$ cat config.mk
export PLATFORM = sky130hd
export DESIGN_NAME = sym_packer_flat
export DESIGN_NICKNAME = d
export VERILOG_FILES = /design/src/rtl/sym_packer_if.sv /design/src/rtl/sym_packer.sv /design/src/flat_wrapper.sv
export SDC_FILE = /design/constraint.sdc
export NUM_CORES = 1
export LEC_CHECK = 0
export ABC_AREA = 1
export BUFFER_PORTS_ARGS = -buffer_cell sky130_fd_sc_hd__clkbuf_2
export CELL_PAD_IN_SITES_DETAIL_PLACEMENT = 0
export CELL_PAD_IN_SITES_GLOBAL_PLACEMENT = 1
export CORE_MARGIN = 5
export CORE_UTILIZATION = 37
export CTS_CLUSTER_DIAMETER = 200
export DETAILED_ROUTE_END_ITERATION = 12
export PLACE_DENSITY = 0.76
export SLEW_MARGIN = 10
export SYNTH_ARGS = -nofsm -noshare
export SYNTH_HDL_FRONTEND = slang
export SYNTH_SLANG_ARGS = --single-unit
$ cat constraint.sdc
create_clock -name clk -period 1.39 [get_ports clk]
set_input_delay 0.139 -clock clk [delete_from_list [all_inputs] [get_ports clk]]
set_output_delay 0.139 -clock clk [all_outputs]
set_load 0.005 [all_outputs]
$ cat src/rtl/sym_packer_if.sv
// rtl/sym_packer_if.sv - bit-stream input and symbol output signals of the symbol packer
interface sym_packer_if;
  logic [1:0] sel;
  logic       bit_in;
  logic       bit_valid;
  logic       bit_ready;
  logic [3:0] sym_out;
  logic [1:0] sel_out;
  logic       sym_stb;
  logic       underrun;

  modport master (
    output sel, bit_in, bit_valid,
    input  bit_ready, sym_out, sel_out, sym_stb, underrun
  );

  modport slave (
    input  sel, bit_in, bit_valid,
    output bit_ready, sym_out, sel_out, sym_stb, underrun
  );
endinterface

$ cat src/rtl/sym_packer.sv
// rtl/sym_packer.sv - serial bit to modulation-symbol packer with a one-symbol holding buffer
// Optional additive x^7+x^4+1 scrambler on accepted bits: define SYM_PACKER_SCRAMBLE_EN.
module sym_packer #(
  parameter int SYM_DIV = 8,
  parameter int CNT_W   = 8
) (
  input logic         clk,
  input logic         rst_n,
  sym_packer_if.slave sp
);
  logic [1:0]       sel_q;
  logic [3:0]       asm_word;
  logic [2:0]       asm_cnt;
  logic [3:0]       hold_word;
  logic [1:0]       hold_sel;
  logic             hold_vld;
  logic [CNT_W-1:0] timer;
  logic             live;
  logic [3:0]       sym_q;
  logic [1:0]       sel_out_q;
  logic             stb_q;
  logic             und_q;

  logic [2:0] k;
  logic       full;
  logic       boundary;
  logic       accept;
  logic       sel_chg;
  logic       xfer;
  logic       pbit;

  assign k        = {1'b0, sel_q} + 3'd1;
  assign full     = (asm_cnt == k);
  assign boundary = (timer == CNT_W'(SYM_DIV - 1));
  // live keeps bit_ready low on the first cycle after reset without a combinational path from rst_n
  assign sp.bit_ready = live && !(full && hold_vld);
  assign accept   = sp.bit_valid && sp.bit_ready;
  assign sel_chg  = (sp.sel != sel_q);
  // a holding slot being emitted at this boundary can be refilled on the same edge
  assign xfer     = full && (!hold_vld || boundary) && !sel_chg;

`ifdef SYM_PACKER_SCRAMBLE_EN
  logic [6:0] lfsr;
  logic       ks;

  assign ks   = lfsr[6] ^ lfsr[3];
  assign pbit = sp.bit_in ^ ks;

  always_ff @(posedge clk) begin
    if (!rst_n) begin
      lfsr <= 7'h7F;
    end else if (accept) begin
      lfsr <= {lfsr[5:0], ks};
    end
  end
`else
  assign pbit = sp.bit_in;
`endif

  always_ff @(posedge clk) begin
    if (!rst_n) begin
      sel_q     <= sp.sel;
      asm_word  <= '0;
      asm_cnt   <= '0;
      hold_word <= '0;
      hold_sel  <= '0;
      hold_vld  <= 1'b0;
      timer     <= '0;
      live      <= 1'b0;
      sym_q     <= '0;
      sel_out_q <= '0;
      stb_q     <= 1'b0;
      und_q     <= 1'b0;
    end else begin
      live  <= 1'b1;
      sel_q <= sp.sel;
      timer <= boundary ? '0 : timer + 1'b1;
      stb_q <= boundary && hold_vld;
      und_q <= boundary && !hold_vld;

      if (boundary) begin
        if (hold_vld) begin
          sym_q     <= hold_word;
          sel_out_q <= hold_sel;
        end else begin
          sym_q <= '0;
        end
      end

      // a select change drops the assembly, including a bit accepted on that edge
      if (sel_chg) begin
        asm_word <= '0;
        asm_cnt  <= '0;
      end else if (xfer) begin
        asm_word <= {3'b000, pbit & accept};
        asm_cnt  <= {2'b00, accept};
      end else if (accept) begin
        asm_word <= {asm_word[2:0], pbit};
        asm_cnt  <= asm_cnt + 3'd1;
      end

      if (xfer) begin
        hold_word <= asm_word;
        hold_sel  <= sel_q;
        hold_vld  <= 1'b1;
      end else if (boundary) begin
        hold_vld <= 1'b0;
      end
    end
  end

  assign sp.sym_out  = sym_q;
  assign sp.sel_out  = sel_out_q;
  assign sp.sym_stb  = stb_q;
  assign sp.underrun = und_q;
endmodule
$ cat src/flat_wrapper.sv
// flat-port wrapper written by rule: the top's interface ports become plain ports
module sym_packer_flat 
#(
  parameter int SYM_DIV = 8,
  parameter int CNT_W   = 8
)
  (clk, rst_n, sp_sel, sp_bit_in, sp_bit_valid, sp_bit_ready, sp_sym_out, sp_sel_out, sp_sym_stb, sp_underrun);
  sym_packer_if sp_i ();
  input logic clk;
  input logic rst_n;
  input wire logic [$bits(sp_i.sel)-1:0] sp_sel;
  input wire logic [$bits(sp_i.bit_in)-1:0] sp_bit_in;
  input wire logic [$bits(sp_i.bit_valid)-1:0] sp_bit_valid;
  output wire logic [$bits(sp_i.bit_ready)-1:0] sp_bit_ready;
  output wire logic [$bits(sp_i.sym_out)-1:0] sp_sym_out;
  output wire logic [$bits(sp_i.sel_out)-1:0] sp_sel_out;
  output wire logic [$bits(sp_i.sym_stb)-1:0] sp_sym_stb;
  output wire logic [$bits(sp_i.underrun)-1:0] sp_underrun;
  assign sp_i.sel = sp_sel;
  assign sp_i.bit_in = sp_bit_in;
  assign sp_i.bit_valid = sp_bit_valid;
  assign sp_bit_ready = sp_i.bit_ready;
  assign sp_sym_out = sp_i.sym_out;
  assign sp_sel_out = sp_i.sel_out;
  assign sp_sym_stb = sp_i.sym_stb;
  assign sp_underrun = sp_i.underrun;
  sym_packer #(.SYM_DIV(SYM_DIV), .CNT_W(CNT_W)) u_core (.clk(clk), .rst_n(rst_n), .sp(sp_i));
endmodule
==> impl_metrics.toml, run 1 <==
[clocking]
clk_pin_slew_ns = 0.11
insertion_delay_to_the_later_sink_of_the_worst_skew_pair_ns = 0.34
cts_inserted_buffers = 5
cts_tree = "yes"
ctsRootBufferMaster = "sky130_fd_sc_hd__clkbuf_4"
cts.sinks = 33
clock_tree.htree_level_count = 2
clock_tree.buffer_depth = 2

[detailed_routing]
dr.first_iter.drc_count = 12
route.detailed.vias_per_inst = 4.52
route.detailed.wl_per_inst_um = 10.9
drt_pass1_iterations = 4
finalWirelength_mm = 2.74
detailroute.via_count = 1140
detail-route-antenna-nets = 0
drc = 0

[global_routing]
grt_pass1_vias = 1141
initial_antenna_violation_count = 0
grt_usage_pct = 12.4
maximum_number_of_pins_on_one_net_before_global_route_repair = 14
global_route.overflow_total = 0
grt_first_pass_wirelength_mm = 4.84

[setup_path]
timing.critical_path.to_type = "output pin"
crit_path_max_fanout = 2
critPathMaxStageDelay_ns = 0.35
path_class = "flop to output pin"
crit_path_cells = "ha_4 -> xnor2_2 -> nand4_1 -> nand2_1 -> inv_1 -> clkbuf_2"
timing.critical_path.required_ns = 1.25
crit_path_start_kind = "flop"
worstPathArrival_ns = 1.38
slowest_stage = "sky130_fd_sc_hd__dfxtp_2"

[yosys]
synth_simple_gate_area_share_pct = 24.6
post_synth_xor_area_fraction_pct = 2.62
synth_seq_cells = 33
yosysWarningCount = 0
synth_area_per_cell_um2 = 8.14
synth_cell_type_count = 26
synth.mux.area_fraction_pct = 0
synth_top_family_by_area = "simple AND/OR/NAND/NOR gates"
syn_nets = 173
post_synth_instance_area_um2 = 1340
post_synth_inst_count = 164
synth-compound-area-share_pct = 12.8
yosys.area_share.adder_pct = 2.81
seq_area_frac_synth_pct = 49.5

[sta]
drv_slew = 0
fmax_mhz = 658
hold_violations = 0
max-slew-margin-rel_pct = 79.8
setup_viol = 15
finalWorstSetupSlack_ns = -0.129
grt_setup_unrepaired = "true"
final.setup_skew_ns = 0.00598
actual_transition_at_the_worst_max_transition_pin_ns = 0.304
finalCriticalPeriod_ns = 1.52
period_share_pct = 109

[layout]
layout-drive-gt1-share_pct = 37.9
antennaDiodeCount = 0
post-route-cell-area_um2 = 1790
final_cell_count_no_fill = 252
finalNetCount = 214
nFillCells = 340
post-route-util_pct = 52.3
synthToLayoutAreaGrowth_pct = 33.9

[min_path]
hold_class = "primary input to flop"

[placed_design]
dp_worst_setup_slack_ns = -0.118
placed_cells = 235
port_buffers = 14
gpl.final_weighted_congestion = 0.703
post-dp-hpwl_mm = 2.00
placement.cell_area_um2 = 1570

[flow_run]
drv_cap = 0

[status]
run_status = "complete, but fails checks"
violations = "setup timing"

[power]
cellLeakagePower_nw = 0.745
cell_area_power_density_nw_per_um2 = 950
max-vdd-ir-drop_mv = 0.474
report.power.total_mw = 1.70

[floorplanning]
placement_rows = 21
fp.dieW_um = 70.1
start_util_pct = 39.1
core_area_um2 = 3420
ioPinCount = 15
die_height_um = 70.1
die-area_um2 = 4910
## flip-flops by register name, indices dropped and copies added (netlist names), 2 cells and up
register	count
u_core.asm_word	4
u_core.asm_cnt	3
u_core.sp.sel_out	2
u_core.sel_q	2
u_core.timer	8
u_core.hold_word	4
u_core.hold_sel	2
u_core.sp.sym_out	4
## worst max-delay path: cells and delay by family (launching register included)
family | cells | cell delay (ns)
and+or+nand+nor | 2 | 0.18
xor gates and xnor gates | 1 | 0.10
buffers and inverters | 2 | 0.14
DFF | 1 | 0.35
adders and majority gates | 1 | 0.27
## kinds of logic after synthesis
group / Yosys count
buffers and inverters: 25
flip-flops: 33
AO/OA/AOI/OAI: 32
XOR/XNOR: 4
AND/OR/NAND/NOR: 67
adder cells (fa/ha/maj): 3
## cell type report
class	count	area [um2]	share of cell area [%]
tap	46	57.6	3.22
clock buffer	5	37.5	2.10
inverter	23	91.3	5.11
timing repair buffer	35	233	13.0
sequential	33	667	37.3
clock inverter	3	17.5	0.980
multi-input combinational	107	684	38.3
## metal layers
metal | part of all wire, % | global-route usage [%] | up-vias
met5 | 0 | 0 | -
met4 | 1.8 | 5.11 | 0
met3 | 3.8 | 5.02 | 5
met2 | 53 | 21.7 | 11
met1 | 42 | 13.1 | 515
li1 | - | - | 609
## layout by cell type (no fill, tap or decap)
cell / instances
sky130_fd_sc_hd__a21oi_1: 14
sky130_fd_sc_hd__a21oi_2: 3
sky130_fd_sc_hd__and3_1: 1
sky130_fd_sc_hd__buf_4: 19
sky130_fd_sc_hd__clkbuf_2: 14
sky130_fd_sc_hd__clkbuf_4: 5
sky130_fd_sc_hd__clkinv_2: 2
sky130_fd_sc_hd__clkinvlp_4: 1
sky130_fd_sc_hd__dfxtp_1: 28
sky130_fd_sc_hd__dfxtp_2: 5
sky130_fd_sc_hd__dlygate4sd3_1: 2
sky130_fd_sc_hd__ha_1: 1
sky130_fd_sc_hd__ha_4: 2
sky130_fd_sc_hd__inv_1: 18
sky130_fd_sc_hd__inv_2: 4
sky130_fd_sc_hd__inv_6: 1
sky130_fd_sc_hd__nand2_1: 32
sky130_fd_sc_hd__nand2_2: 4
sky130_fd_sc_hd__nand2_4: 1
sky130_fd_sc_hd__nand3_1: 2
sky130_fd_sc_hd__nand3_2: 2
sky130_fd_sc_hd__nand3_4: 4
sky130_fd_sc_hd__nand4_1: 1
sky130_fd_sc_hd__nor2_1: 9
sky130_fd_sc_hd__nor2_2: 3
sky130_fd_sc_hd__nor2_4: 5
sky130_fd_sc_hd__nor3_1: 2
sky130_fd_sc_hd__nor4_1: 1
sky130_fd_sc_hd__o21ai_0: 5
sky130_fd_sc_hd__o21ai_1: 8
sky130_fd_sc_hd__o21ai_2: 2
sky130_fd_sc_hd__or2_0: 1
sky130_fd_sc_hd__xnor2_2: 1
sky130_fd_sc_hd__xor2_1: 3
## synthesized netlist by cell type
library cell              number  area, um2
sky130_fd_sc_hd__a21oi_1      16       80.1
sky130_fd_sc_hd__a21oi_2       1       8.76
sky130_fd_sc_hd__and3_1        1       6.26
sky130_fd_sc_hd__buf_2         1       5.00
sky130_fd_sc_hd__buf_6         1       11.3
sky130_fd_sc_hd__dfxtp_1      33        661
sky130_fd_sc_hd__ha_1          3       37.5
sky130_fd_sc_hd__inv_1        20       75.1
sky130_fd_sc_hd__inv_2         3       11.3
sky130_fd_sc_hd__nand2_1      36        135
sky130_fd_sc_hd__nand2_2       1       6.26
sky130_fd_sc_hd__nand3_1       3       15.0
sky130_fd_sc_hd__nand3_2       2       20.0
sky130_fd_sc_hd__nand3_4       2       35.0
sky130_fd_sc_hd__nand4_1       1       6.26
sky130_fd_sc_hd__nor2_1       12       45.0
sky130_fd_sc_hd__nor2_2        4       25.0
sky130_fd_sc_hd__nor2_4        1       11.3
sky130_fd_sc_hd__nor3_1        2       10.0
sky130_fd_sc_hd__nor4_1        1       6.26
sky130_fd_sc_hd__o21ai_0       9       45.0
sky130_fd_sc_hd__o21ai_1       4       20.0
sky130_fd_sc_hd__o21ai_2       2       17.5
sky130_fd_sc_hd__or2_0         1       6.26
sky130_fd_sc_hd__xnor2_1       1       8.76
sky130_fd_sc_hd__xor2_1        3       26.3
## power breakdown
part           switching, mW  internal [mW]  total (mW)
logic                 0.0983         0.0819       0.180
clock network          0.340          0.190       0.531
registers             0.0171          0.970       0.987
## final timing paths
check / slack (ns) / from / endpoint / cells past startpoint
setup / recovery: -0.13 / u_core.sel_q[0]$_DFF_P_ / sp_bit_ready / 6
hold / removal: 0.03 / sp_bit_in / u_core.asm_word[0]$_SDFFE_PP0P_ / 3
setup reg to reg: -0.13 / u_core.sel_q[0]$_DFF_P_ / u_core.hold_word[2]$_SDFFE_PN0P_ / 7
hold reg to reg: 0.46 / u_core.sp.sym_out[2]$_SDFFE_PN0P_ / u_core.sp.sym_out[2]$_SDFFE_PN0P_ / 2
## per-stage QoR
step | hold WS (ns) | setup TNS [ns]
after global routing | 0.00984 | -2.77
after CTS | 0.0175 | -1.18
after detailed placement | 0.274 | -1.69
final | 0.0291 | -1.03
after global placement | 0.272 | -1.06
after floorplan | 0.167 | -0.118
## timing repair
| action | 4_1_cts | 5_1_grt |
|---|---|---|
| buffers inserted | 2 | 4 |
| setup endpoints to repair | 22 | 25 |
| gates cloned | 1 | 0 |
| resized for setup | 10 | 20 |
| hold buffers | 2 | 0 |
| hold endpoints to repair | 2 | 0 |
| pin swaps | 4 | 10 |
Power figures use the tool's default switching activity.
==> run 2, diff against run 1 <==
Settings changed: CELL_PAD_IN_SITES_DETAIL_PLACEMENT 0 to unset, CELL_PAD_IN_SITES_GLOBAL_PLACEMENT 1 to unset, CORE_UTILIZATION 37 to 50, PLACE_DENSITY 0.76 to 0.77.
==> run 2 against run 1 <==
  * The flow still finishes with violations (setup timing)
  * Clock skew is 0.0061 ns higher
  * Setup slack worse by 0.038 ns
  * Clock-buffer cell count is the same
  * First-iteration DRC count grew to 2.8 times the previous value
  * Die area is 23% lower
  * Total power grew 21%
  * Critical endpoint unchanged
  * Register-to-register slack improved by 0.02 ns
  * Design area up 1.0%
  * Sequential cell count did not move
  * Clock power up 68%
  * Utilization up 19 points
  * Largest power group unchanged
  * Global-route usage is 4.5 points higher
==> impl_metrics.toml, run 2 (same netlist as run 1, synthesis figures left out) <==
[status]
run_status = "complete, but fails checks"
violations = "setup timing"

[placed_design]
post-dp-hpwl_mm = 1.87
placed_cells = 213
placement.cell_area_um2 = 1500
port_buffers = 14
gpl.final_weighted_congestion = 0.831

[clocking]
clock_tree.buffer_depth = 2
ctsRootBufferMaster = "sky130_fd_sc_hd__clkbuf_4"
clock_tree.htree_level_count = 2
cts.sinks = 33
cts_tree = "yes"
cts_inserted_buffers = 5
insertion_delay_to_the_later_sink_of_the_worst_skew_pair_ns = 0.34
clk_pin_slew_ns = 0.10

[floorplanning]
start_util_pct = 52.9
core_area_um2 = 2520
die-area_um2 = 3800
fp.dieW_um = 61.7
placement_rows = 18
ioPinCount = 15
die_height_um = 61.7

[setup_path]
crit_path_start_kind = "flop"
timing.critical_path.to_type = "output pin"
timing.critical_path.required_ns = 1.25
crit_path_max_fanout = 2
path_class = "flop to output pin"
worstPathArrival_ns = 1.42

[detailed_routing]
detailroute.via_count = 1185
finalWirelength_mm = 3.08
route.detailed.wl_per_inst_um = 13.4
route.detailed.vias_per_inst = 5.15
detail-route-antenna-nets = 0
drc = 0
drt_pass1_iterations = 4
dr.first_iter.drc_count = 33

[sta]
setup_viol = 15
final.setup_skew_ns = 0.0121
finalWorstSetupSlack_ns = -0.167
grt_setup_unrepaired = "true"
finalCriticalPeriod_ns = 1.56
tns_ns = -1.29
period_share_pct = 112
actual_transition_at_the_worst_max_transition_pin_ns = 0.275
max-slew-margin-rel_pct = 81.7
hold_violations = 0
drv_slew = 0
fmax_mhz = 642

[global_routing]
grt_pass1_vias = 1138
global_route.overflow_total = 0
maximum_number_of_pins_on_one_net_before_global_route_repair = 15
global_routing_s_busiest_layer = "met2"
grt_usage_pct = 16.9
initial_antenna_violation_count = 0
grt_first_pass_wirelength_mm = 4.65
met1_usage_pct = 16.0
grt_use_met3_pct = 6.50
use_met2_pct = 32.0

[power]
cell_area_power_density_nw_per_um2 = 1140
seq_power_share_pct = 48.0
switching_share_of_power_pct = 22.3
cellLeakagePower_nw = 0.756
max-vdd-ir-drop_mv = 0.873
power.clock.fraction_pct = 43.4
switching_power_of_the_nets_mw = 0.459
p_int_mw = 1.60
combPwrFrac_pct = 8.6

[layout]
antennaDiodeCount = 0
post-route-cell-area_um2 = 1810
nFillCells = 196
multiInputGateArea_um2 = 716
synthToLayoutAreaGrowth_pct = 35.3
post-route-util_pct = 71.6
layout-drive-gt1-share_pct = 40.0
layout.area.seq_um2 = 668
most_frequent_cells_in_the_layout = "30 x sky130_fd_sc_hd__nand2_1, 27 x sky130_fd_sc_hd__dfxtp_1, 18 x sky130_fd_sc_hd__inv_1"
final_cell_count_no_fill = 230
most_flops_register = "u_core.timer"
finalNetCount = 208
largest_register_ffs = 8
mostFrequentLayoutCell = "sky130_fd_sc_hd__nand2_1"

[flow_run]
drv_cap = 0

[min_path]
hold_class = "primary input to flop"
[run 2: changes by cell type in the layout (fill, tap and decap cells not counted), moves of 2 or more]
| cell | delta |
|---|---|
| sky130_fd_sc_hd__a21oi_2 | +3 |
| sky130_fd_sc_hd__buf_4 | -7 |
| sky130_fd_sc_hd__o21ai_1 | -2 |
| sky130_fd_sc_hd__o21ai_0 | +2 |
| sky130_fd_sc_hd__a21oi_1 | -3 |
| sky130_fd_sc_hd__nand2_1 | -2 |
| sky130_fd_sc_hd__nand3_2 | +2 |
| sky130_fd_sc_hd__bufinv_16 | +2 |
[run 2: power groups by stage]
stage | clock network, mW | registers [mW] | logic (mW)
final | 0.893 | 0.989 | 0.178
after global routing | 0.948 | 0.992 | 0.195
after CTS | 0.893 | 0.983 | 0.153
after detailed placement | 0 | 1.00 | 0.136
after global placement | 0 | 1.00 | 0.131
after floorplan | 0 | 1.00 | 0.0953
[run 2: what timing repair did]
action | in CTS | in global routing
hold buffers | 2 | 0
setup endpoints to repair | 16 | 19
setup buffers | 1 | 5
gates cloned | 1 | 0
pin swaps | 2 | 13
resized for setup | 8 | 30
endpoints found under the hold margin | 2 | 0
[run 2: final timing paths]
| kind | startpoint | end | slack [ns] | cells after the start |
|---|---|---|---|---|
| worst max-delay path | u_core.sel_q[1]$_DFF_P_ | sp_bit_ready | -0.17 | 6 |
| worst min-delay path | sp_bit_in | u_core.asm_word[0]$_SDFFE_PP0P_ | 0.03 | 3 |
| worst max register to register | u_core.sel_q[1]$_DFF_P_ | u_core.hold_word[1]$_SDFFE_PN0P_ | -0.11 | 7 |
| worst min register to register | u_core.hold_word[1]$_SDFFE_PN0P_ | u_core.sp.sym_out[1]$_SDFFE_PN0P_ | 0.45 | 2 |
[run 2: routing by layer]
metal	vias to the layer above	part of all wire (%)
met2	26	56
met1	552	38
met3	10	4.0
li1	597	-
met4	0	2.9
met5	-	0
[run 2: area by class of cell]
type	count	area share, %
multi-input cells	107	39.6
repair buffers	29	10.6
inverters	23	5.06
well taps	30	2.08
clock inverters	3	3.60
flip-flops and latches	33	37.0
clock buffers	5	2.08
[run 2: metrics by stage]
step / hold slack [ns] / setup WS, ns / power [mW]
2_1_floorplan: 0.167 / -0.0716 / 1.10
3_3_place_gp: 0.273 / -0.0662 / 1.13
3_5_place_dp: 0.270 / -0.0947 / 1.14
4_1_cts: 0.0379 / -0.165 / 2.03
5_1_grt: 0.0161 / -0.230 / 2.13
6_report: 0.0269 / -0.167 / 2.06
[run 2: critical path, stage by stage (launching register included)]
cell	delay [ns]
sky130_fd_sc_hd__dfxtp_2	0.35
sky130_fd_sc_hd__ha_4	0.24
sky130_fd_sc_hd__xnor2_2	0.13
sky130_fd_sc_hd__nand4_1	0.13
sky130_fd_sc_hd__nand2_1	0.09
sky130_fd_sc_hd__inv_1	0.04
sky130_fd_sc_hd__clkbuf_2	0.10
==> run 3, diff against run 2 <==
Settings changed: ABC_AREA 1 to unset, PLACE_DENSITY 0.77 to 0.76.
==> run 3 against run 2 <==
  * Largest cell class unchanged
  * The run still ends with setup timing left
  * Total power decreased by 5.1%
  * First-iteration DRC count grew 3.0%
  * Design area up 6.4%
==> impl_metrics.toml, run 3 <==
[status]
run_status = "complete, but fails checks"
violations = "setup timing"

[sta]
fin_worst_hold_slack_ns = 0.0210
fmax_mhz = 573
hold_violations = 0
actual_transition_at_the_worst_max_transition_pin_ns = 0.371
tns_ns = -4.12
finalCriticalPeriod_ns = 1.74
drv_slew = 0
setup_viol = 15
final.setup_skew_ns = 0.0152
max-slew-margin-rel_pct = 75.2
grt_setup_unrepaired = "true"
period_share_pct = 125
finalWorstSetupSlack_ns = -0.354

[setup_path]
worst_setup_path_startpoint = "u_core.sel_q[0]$_DFF_P_"
crit_path_max_fanout = 3
timing.critical_path.to_type = "output pin"
crit_path_start_kind = "flop"
rrSetupSlack_ns = -0.33
timing.reg2reg.worst_path_depth = 8
path_class = "flop to output pin"
critical_path.endpoint = "sp_bit_ready"
worstReg2RegEnd = "u_core.hold_word[1]$_SDFFE_PN0P_"
worst_r2r_startpoint = "u_core.sel_q[0]$_DFF_P_"
timing.critical_path.required_ns = 1.25
worstPathArrival_ns = 1.60

[min_path]
min_from = "sp_bit_in"
hold_class = "primary input to flop"

[clocking]
cts_inserted_buffers = 5
ctsRootBufferMaster = "sky130_fd_sc_hd__clkbuf_4"
clock_tree.buffer_depth = 2
cts.sinks = 33
clock_tree.htree_level_count = 2
insertion_delay_to_the_later_sink_of_the_worst_skew_pair_ns = 0.34
clk_pin_slew_ns = 0.10
cts_tree = "yes"

[floorplanning]
die_height_um = 62.5
fp.dieW_um = 62.5
placement_rows = 19
die-area_um2 = 3900
ioPinCount = 15
start_util_pct = 51.2
core_area_um2 = 2690

[global_routing]
maximum_number_of_pins_on_one_net_before_global_route_repair = 26
global_route.overflow_total = 0
initial_antenna_violation_count = 0
grt_pass1_vias = 1199
grt_usage_pct = 17.1
grt_first_pass_wirelength_mm = 5.25

[layout]
most_frequent_cells_in_the_layout = "29 x sky130_fd_sc_hd__nand2_1, 29 x sky130_fd_sc_hd__dfxtp_1, 27 x sky130_fd_sc_hd__buf_4"
finalNetCount = 202
antennaDiodeCount = 0
largest_register_ffs = 8
post-route-cell-area_um2 = 1920
layout-drive-gt1-share_pct = 41.8
final_cell_count_no_fill = 225
synthToLayoutAreaGrowth_pct = 39.7
most_flops_register = "u_core.timer"

[yosys]
synth_enable_flop_cells = 0
synth_seq_cells = 33
synth_common_cells = "33 x sky130_fd_sc_hd__dfxtp_1, 32 x sky130_fd_sc_hd__nand2_1, 13 x sky130_fd_sc_hd__nand3_1"
post_synth_instance_area_um2 = 1380
synth_cell_type_count = 28
seq_area_frac_synth_pct = 48.0
yosys.area.top_type = "sky130_fd_sc_hd__dfxtp_1"
yosysWarningCount = 0
post_synth_inst_count = 144
synth_most_common_cell = "sky130_fd_sc_hd__dfxtp_1"
synthArstFlopShare_pct = 0
ys.flop_type = "sky130_fd_sc_hd__dfxtp_1"
synth.area.top_cells = "sky130_fd_sc_hd__dfxtp_1 48%, sky130_fd_sc_hd__nand2_1 8.7%, sky130_fd_sc_hd__mux2i_1 5.1%, sky130_fd_sc_hd__xor2_1 5.1%, sky130_fd_sc_hd__nand3_1 4.7%"
synth_area_per_cell_um2 = 9.56
netlist.area_leader.share_pct = 48.0
syn_nets = 153

[power]
report.power.total_mw = 1.95
max-vdd-ir-drop_mv = 0.947
cell_area_power_density_nw_per_um2 = 1020
cellLeakagePower_nw = 0.767

[placed_design]
port_buffers = 14
placed_cells = 209
gpl.final_weighted_congestion = 0.774
placement.cell_area_um2 = 1690
post-dp-hpwl_mm = 2.13

[detailed_routing]
route.detailed.vias_per_inst = 5.31
drc = 0
finalWirelength_mm = 3.08
route.detailed.wl_per_inst_um = 13.7
drt_pass1_iterations = 4
detailroute.via_count = 1194
detail-route-antenna-nets = 0
dr.first_iter.drc_count = 34

[flow_run]
drv_cap = 0
## run 3: changes by cell type in the layout (fill, tap and decap cells not counted), sizes merged, moves of 7 or more
cell   delta
mux2i     +7
o21ai    -12
inv      -21
nor2     -11
a21oi    -11
buf      +17
## run 3: kinds of logic (layout without fill, tap and decap cells)
family | count (synthesis) | count (layout) | synth area share [%]
flip-flops | 33 | 33 | 48.0
XOR/XNOR | 11 | 11 | 9.46
multiplexers | 7 | 7 | 5.09
buffers and inverters | 6 | 56 | 1.64
AND/OR/NAND/NOR | 64 | 64 | 23.2
AO/OA/AOI/OAI | 20 | 20 | 9.91
adder cells (fa/ha/maj) | 3 | 3 | 2.73
## run 3: where the power goes
group / switching [mW] / internal (mW)
clock: 0.329 / 0.430
combinational: 0.103 / 0.113
sequential: 0.0162 / 0.963
## run 3: per-stage QoR
stage | setup WS [ns] | util [%]
2_1_floorplan | -0.264 | -
3_3_place_gp | -0.149 | 62.9
3_5_place_dp | -0.275 | 62.9
4_1_cts | -0.384 | 69.3
5_1_grt | -0.427 | 71.6
6_report | -0.354 | 71.6
## run 3: layout make-up
cell class	instances	area [um2]
inverters	2	7.51
clock buffers	7	55.1
clock inverters	1	30.0
well taps	31	38.8
fillers	207	763
multi-input cells	105	797
repair buffers	46	327
flip-flops and latches	33	668
## run 3: how the worst min path moves through the flow
| stage | to | depth (start not counted) |
|---|---|---|
| floorplan | u_core.sel_q[0]$_DFF_P_ | 0 |
| global placement | u_core.sel_q[0]$_DFF_P_ | 1 |
| detailed placement | u_core.sel_q[0]$_DFF_P_ | 1 |
| CTS | u_core.asm_word[0]$_SDFFE_PP0P_ | 3 |
| global route | u_core.asm_word[0]$_SDFFE_PP0P_ | 3 |
| finish | u_core.asm_word[0]$_SDFFE_PP0P_ | 3 |
## run 3: repair_timing
item                                   CTS  global route
setup buffers                            4             2
pin swaps                                5            11
hold buffers                             2             0
gates resized for setup                 10            19
setup endpoints to repair               22            28
endpoints found under the hold margin    2             0
## run 3: layer usage
layer  global-route usage, %  share of wire, %  vias to the layer above
met5                       0                 0                        -
met4                    5.57               1.4                        0
met3                    7.01               4.6                        5
met2                    28.8                50                       22
met1                    19.5                44                      572
li1                        -                 -                      595
## run 3: worst max-delay path, cell delays in order (launching register included)
cell                       delay (ns)
sky130_fd_sc_hd__dfxtp_4         0.37
sky130_fd_sc_hd__ha_4            0.16
sky130_fd_sc_hd__xnor2_2         0.24
sky130_fd_sc_hd__nand3_4         0.11
sky130_fd_sc_hd__buf_4           0.14
sky130_fd_sc_hd__o21a_1          0.16
sky130_fd_sc_hd__clkbuf_2        0.11
